$ cat src/rtl/text_pkg.sv
// Shared text-mode definitions: screen geometry, control bytes, writer states
// and the row/column to character-RAM address mapping.
package text_pkg;

  localparam int unsigned COLS    = 80;
  localparam int unsigned ROWS    = 30;
  localparam int unsigned ADDR_W  = 12;
  localparam int unsigned BLINK_W = 24;
  localparam int unsigned COL_W   = 7;
  localparam int unsigned ROW_W   = 5;
  localparam int unsigned SUM_W   = ROW_W + 1;

  localparam logic [COL_W-1:0]  LAST_COL  = COL_W'(COLS - 1);
  localparam logic [ROW_W-1:0]  LAST_ROW  = ROW_W'(ROWS - 1);
  localparam logic [ADDR_W-1:0] LAST_ADDR = ADDR_W'(ROWS * COLS - 1);

  localparam logic [7:0] CH_BS    = 8'h08;
  localparam logic [7:0] CH_LF    = 8'h0A;
  localparam logic [7:0] CH_FF    = 8'h0C;
  localparam logic [7:0] CH_CR    = 8'h0D;
  localparam logic [7:0] CH_SPACE = 8'h20;
  localparam logic [5:0] CODE_SPACE = 6'h20;

  typedef enum logic [1:0] {
    CLR_SCREEN = 2'd0,
    IDLE       = 2'd1,
    CLR_ROW    = 2'd2
  } writer_state_e;

  // Constant multiply; synthesis reduces it to (r<<6)+(r<<4) for 80 columns.
  function automatic logic [ADDR_W-1:0] row_addr(input logic [ROW_W-1:0] r);
    return ADDR_W'(r) * ADDR_W'(COLS);
  endfunction

  // Logical row plus scroll offset, wrapped without a divider.
  function automatic logic [ROW_W-1:0] phys_row_of(input logic [ROW_W-1:0] row,
                                                   input logic [ROW_W-1:0] top);
    logic [SUM_W-1:0] sum;
    sum = SUM_W'(row) + SUM_W'(top);
    if (sum >= SUM_W'(ROWS)) sum = sum - SUM_W'(ROWS);
    return sum[ROW_W-1:0];
  endfunction

  function automatic logic [ADDR_W-1:0] cell_addr(input logic [ROW_W-1:0] row,
                                                  input logic [COL_W-1:0] col,
                                                  input logic [ROW_W-1:0] top);
    return row_addr(phys_row_of(row, top)) + ADDR_W'(col);
  endfunction

endpackage

$ cat src/rtl/text_buffer_writer.sv
// Byte-stream to character-RAM writer with cursor, wrap, backspace, clear and
// hardware scrolling. Optional cursor outputs under TEXT_WRITER_CURSOR_EN.
module text_buffer_writer
  import text_pkg::*;
(
  input  logic              clk,
  input  logic              reset,
  input  logic              wr_valid,
  output logic              wr_ready,
  input  logic [7:0]        wr_data,
  output logic              ram_we,
  output logic [ADDR_W-1:0] ram_addr,
  output logic [5:0]        ram_wdata,
  output logic [ROW_W-1:0]  top_row
`ifdef TEXT_WRITER_CURSOR_EN
  ,
  output logic [ADDR_W-1:0] cursor_addr,
  output logic              cursor_blink
`endif
);

  writer_state_e     state_q, state_n;
  logic [COL_W-1:0]  col_q, col_n;
  logic [ROW_W-1:0]  row_q, row_n, top_n;
  logic [ADDR_W-1:0] clr_addr_q, clr_addr_n, clr_last_q, clr_last_n;
  logic              ram_we_n, wr_ready_n;
  logic [ADDR_W-1:0] ram_addr_n;
  logic [5:0]        ram_wdata_n;
  logic              accept_c, is_print_c, do_lf;
  logic [5:0]        code_c;

  assign accept_c   = wr_valid && wr_ready;
  assign is_print_c = (wr_data >= 8'h20) && (wr_data <= 8'h7E);
  // Bit 5 survives only below 0x40; lowercase folds onto the uppercase code.
  assign code_c     = {wr_data[5] & ~wr_data[6], wr_data[4:0]};

  always_ff @(posedge clk or posedge reset) begin
    if (reset) begin
      state_q    <= CLR_SCREEN;
      col_q      <= '0;
      row_q      <= '0;
      top_row    <= '0;
      clr_addr_q <= '0;
      clr_last_q <= LAST_ADDR;
      ram_we     <= 1'b0;
      ram_addr   <= '0;
      ram_wdata  <= '0;
      wr_ready   <= 1'b0;
    end else begin
      state_q    <= state_n;
      col_q      <= col_n;
      row_q      <= row_n;
      top_row    <= top_n;
      clr_addr_q <= clr_addr_n;
      clr_last_q <= clr_last_n;
      ram_we     <= ram_we_n;
      ram_addr   <= ram_addr_n;
      ram_wdata  <= ram_wdata_n;
      wr_ready   <= wr_ready_n;
    end
  end

  always_comb begin
    state_n     = state_q;
    col_n       = col_q;
    row_n       = row_q;
    top_n       = top_row;
    clr_addr_n  = clr_addr_q;
    clr_last_n  = clr_last_q;
    ram_we_n    = 1'b0;
    ram_addr_n  = ram_addr;
    ram_wdata_n = ram_wdata;
    wr_ready_n  = 1'b0;
    do_lf       = 1'b0;

    case (state_q)
      CLR_SCREEN, CLR_ROW: begin
        ram_we_n    = 1'b1;
        ram_addr_n  = clr_addr_q;
        ram_wdata_n = CODE_SPACE;
        clr_addr_n  = clr_addr_q + 1'b1;
        if (clr_addr_q == clr_last_q) state_n = IDLE;
      end

      IDLE: begin
        wr_ready_n = 1'b1;
        if (accept_c) begin
          if (is_print_c) begin
            ram_we_n    = 1'b1;
            ram_addr_n  = cell_addr(row_q, col_q, top_row);
            ram_wdata_n = code_c;
            if (col_q == LAST_COL) do_lf = 1'b1;
            else                   col_n = col_q + 1'b1;
          end else begin
            case (wr_data)
              CH_LF: do_lf = 1'b1;
              CH_CR: col_n = '0;
              CH_BS: begin
                if (col_q != '0) begin
                  col_n       = col_q - 1'b1;
                  ram_we_n    = 1'b1;
                  ram_addr_n  = cell_addr(row_q, col_q - 1'b1, top_row);
                  ram_wdata_n = CODE_SPACE;
                end else if (row_q != '0) begin
                  row_n       = row_q - 1'b1;
                  col_n       = LAST_COL;
                  ram_we_n    = 1'b1;
                  ram_addr_n  = cell_addr(row_q - 1'b1, LAST_COL, top_row);
                  ram_wdata_n = CODE_SPACE;
                end
              end
              CH_FF: begin
                col_n      = '0;
                row_n      = '0;
                top_n      = '0;
                state_n    = CLR_SCREEN;
                clr_addr_n = '0;
                clr_last_n = LAST_ADDR;
                wr_ready_n = 1'b0;
              end
              default: ;
            endcase
          end

          // Line feed; at the bottom row scroll and blank the recycled row.
          if (do_lf) begin
            col_n      = '0;
            wr_ready_n = 1'b0;
            if (row_q != LAST_ROW) begin
              row_n = row_q + 1'b1;
            end else begin
              top_n      = (top_row == LAST_ROW) ? '0 : top_row + 1'b1;
              state_n    = CLR_ROW;
              clr_addr_n = row_addr(top_row);
              clr_last_n = row_addr(top_row) + ADDR_W'(COLS - 1);
            end
          end
        end
      end

      default: state_n = CLR_SCREEN;
    endcase
  end

`ifdef TEXT_WRITER_CURSOR_EN
  logic [BLINK_W-1:0] blink_cnt;

  always_ff @(posedge clk or posedge reset) begin
    if (reset) begin
      blink_cnt    <= '0;
      cursor_blink <= 1'b0;
      cursor_addr  <= '0;
    end else begin
      blink_cnt   <= blink_cnt + 1'b1;
      if (&blink_cnt) cursor_blink <= ~cursor_blink;
      cursor_addr <= cell_addr(row_n, col_n, top_n);
    end
  end
`endif

endmodule

$ cat config.mk
export PLATFORM = sky130hd
export DESIGN_NAME = text_buffer_writer
export DESIGN_NICKNAME = d
export VERILOG_FILES = /design/src/rtl/text_pkg.sv /design/src/rtl/text_buffer_writer.sv
export SDC_FILE = /design/constraint.sdc
export NUM_CORES = 1
export LEC_CHECK = 0
export CAP_MARGIN = 25
export CORE_MARGIN = 10
export CORE_UTILIZATION = 62
export CTS_BUF_LIST = sky130_fd_sc_hd__clkbuf_2 sky130_fd_sc_hd__clkbuf_4 sky130_fd_sc_hd__clkbuf_8
export CTS_CLUSTER_SIZE = 10
export DETAILED_ROUTE_END_ITERATION = 10
export GPL_ROUTABILITY_DRIVEN = 0
export PLACE_DENSITY = 0.94
export SLEW_MARGIN = 20
export SYNTH_ARGS = -nofsm -noshare
export SYNTH_HDL_FRONTEND = slang
export SYNTH_SLANG_ARGS = --single-unit
$ cat constraint.sdc
create_clock -name clk -period 5.3 [get_ports clk]
set_input_delay 1.325 -clock clk [delete_from_list [all_inputs] [get_ports clk]]
set_output_delay 1.325 -clock clk [all_outputs]
set_load 0.01 [all_outputs]
==> summary.txt <==
Final Setup Violations - 0
Initial Util - 64.16%
Synthesized Nets - 712
DRT Pass-1 Iters - 6
Clock Latency Late Sink - 0.35 ns
Post-synth EDFFs - 0
via count - 5,525
num rows - 34
cell leakage power - 0.002748 µW
CTS Buf Count - 9
CP Capture Type - register
max frequency - 198.4 MHz
# Max-Cap Violations - 0
die width - 115.2 µm
asr flop ratio synth - 100.0%
Final Hold Vio Count - 0
minimum clock period - 5.040 ns
DRT Wirelength - 16,430 µm
max_slew headroom - 28.71%
hpwl dp - 11,790 µm
crit-path cells - inv_1 -> ha_2 -> inv_1 -> fa_1 -> xor2_2 -> nand2_1 -> nor3_2 -> or3_1 -> a21oi_4 -> nand2b_1 -> xnor2_1 -> ha_1 -> ha_1 -> inv_1 -> fa_1 -> nand3b_1 -> buf_4 -> a211o_1 -> nand2_1 -> a211o_1 -> nand4_1 -> a31oi_1
reg-to-reg setup timing slack - 0.26 ns
Netlist cell types - 79
Power Total - 2662 µW
clk sink count - 63
count of input and output buffers - 35
WL per Instance - 20.82 µm
CP Max Fanout - 8
Worst R2R Start - row_q[1]
ant diodes - 0
Post-synth top cells - nand2_1 (58), dfrtp_1 (55), a21oi_1 (48), ha_1 (45), nor2_1 (44)
I/O pins - 36
post-synthesis register bit count - 63
Finished Cell Area - 6320 µm²
sequential element share of the synthesized area - 28.22%
ys flop type - dfrtp_1
setup TNS - 0 ns
type of the worst min-delay path - reg2reg
Final ANT Viol Nets - 0
status - finished clean
CP required - 5.58 ns
Syn Std Cell Area - 5623 µm²
Cells after Synth - 649
Crit Path Class - reg2reg
Nets - 739
pwr/cell area - 421.3 nW/µm²
Detailed Route Iter0 Violations - 655
Synth warnings - 0
cell area after placement - 6040 µm²
share of post-route cells with drive strength above 1 - 11.60%
worst-path cell with the longest stage delay - dfrtp_2
FF-to-FF path depth - 22
Overflow after GRT - 0
top area cells in the synthesized netlist - dfrtp_1 (24%), ha_1 (10%), xor2_1 (4.8%), a21oi_1 (4.3%), nand2_1 (3.9%)
largest net degree at the start of global routing - 64
DR DRC count - 0
vias in the first global route - 5,285
Worst-path clk slew - 0.08 ns
CP Launch Point - row_q[1]
fillcell total - 595
largest area contributor in the netlist - dfrtp_1
DR vias/cell - 7.003
CTS tree - yes
CP Capture Point - ram_addr[11]
count leader, synth - nand2_1
die area - 13,280 µm²
top-area cell type share of the netlist area - 24.48%
CTS root buffer - clkbuf_8
area grow syn2layout - 12.39%
total core area - 8763 µm²
reg-to-reg endpoint - ram_addr[11]
initial antenna violation count - 0
Max H-tree Level - 3
Pins Over Slew Limit - 0
die height - 115.2 µm
Worst-Margin Slew - 1.065 ns
synthesized area per cell - 8.664 µm²
Clock Skew - 0.007853 ns
peak supply drop - 246.6 µV
period utilization - 95.10%
GRT Overall Usage - 24.41%
CP max stage delay - 0.48 ns
CP Data Arrival Time - 5.32 ns
clk buf depth - 2
CP startpoint kind - register
Top cell by count, worst path - inv_1
global-route wire length before repair - 26,700 µm
## cell usage in the layout, fill, tap and decap left out, types with 8 or more instances in the layout
cell type,Yosys,final
a21oi_1,48,45
a22o_1,14,14
a31oi_1,10,10
and3_1,12,11
buf_4,2,12
clkbuf_8,0,9
clkdlybuf4s50_1,0,35
dfrtp_1,55,53
dfstp_2,8,8
ha_1,45,44
inv_1,29,28
nand2_1,58,58
nand2b_1,11,11
nand3_1,20,20
nor2_1,44,44
nor3_1,17,16
nor4_1,8,8
o21ai_0,30,30
o21ai_1,14,14
xnor2_1,17,17
xor2_1,31,29
## worst min-delay path by stage
stage	endpoint	slack [ns]	cells after the start	start
4_1_cts	ram_addr[2]	0.49	2	ram_addr[2]
6_report	ram_addr[2]	0.49	2	ram_addr[2]
2_1_floorplan	clr_last_q[10]	0.47	2	clr_last_q[10]
3_5_place_dp	ram_addr[2]	0.47	2	ram_addr[2]
3_3_place_gp	ram_addr[3]	0.47	2	ram_addr[3]
5_1_grt	ram_wdata[3]	0.52	1	ram_wdata[3]
## power by group
part	total, µW	internal (µW)	switching (µW)
Sequential	798	603	195
Clock	490	270	219
Combinational	1370	621	753
Total	2660	1490	1170
## cells by family after synthesis
kind of cell / synth area share [%]
AOI/OAI and AO/OA: 25.26
and+or+nand+nor: 19.87
muxes: 1.113
xor gates and xnor gates: 8.278
adders and majority gates: 12.51
DFF: 28.22
buffers and inverters: 4.762
## critical path: cells and delay by family (launching register included)
family                   cells  cell delay [ns]
AND/OR/NAND/NOR              7             1.14
AO/OA/AOI/OAI                4             0.79
buffers and inverters        4             0.45
adder cells (fa/ha/maj)      5             1.75
flip-flops                   1             0.48
XOR/XNOR                     2             0.34
## flip-flops by register name, indices dropped and copies added, names as in the netlist
signal and cells:
row_q 5, ram_addr 12, ram_we 1, clr_addr_q 12, top_row 5, wr_ready 1, clr_last_q 12, col_q 7
ram_wdata 6, state_q 2
## area by class of cell
type / count / area, µm² / area share (%)
clock inverter: 7 / 102.6 / 1.623
sequential: 63 / 1589 / 25.14
inverter: 31 / 116.4 / 1.841
multi-input combinational: 524 / 3812 / 60.32
timing repair buffer: 47 / 440.4 / 6.969
tap: 108 / 135.1 / 2.138
clock buffer: 9 / 123.9 / 1.960
## stage by stage
| step | std cells | utilization, % | hold slack [ns] | setup WS, ns |
|---|---|---|---|---|
| 2_1_floorplan | 649 | - | 0.4689 | 0.4155 |
| 3_5_place_dp | 772 | 68.92 | 0.4747 | 0.08351 |
| 5_1_grt | 789 | 72.12 | 0.5228 | -0.02442 |
| 6_report | 789 | 72.12 | 0.4919 | 0.2597 |
| 4_1_cts | 788 | 71.50 | 0.4924 | 0.05144 |
| 3_3_place_gp | 772 | 68.92 | 0.4713 | 0.3629 |
## layer usage
| layer | track usage, % | up-vias | share of wire (%) | wire length (µm) |
|---|---|---|---|---|
| met1 | 30.18 | 2627 | 39 | 6355 |
| met4 | 10.23 | 0 | 3.6 | 588 |
| met2 | 40.50 | 368 | 49 | 7970 |
| li1 | - | 2463 | - | - |
| met3 | 4.948 | 67 | 9.2 | 1511 |
| met5 | 0 | - | 0 | 0 |
## what timing repair did
item / CTS / global route
buffers inserted: 0 / 1
setup endpoints to repair: 0 / 4
hold buffers: 0 / 0
resized for setup: 0 / 12
Note: power is estimated with default switching activity, not from simulation.
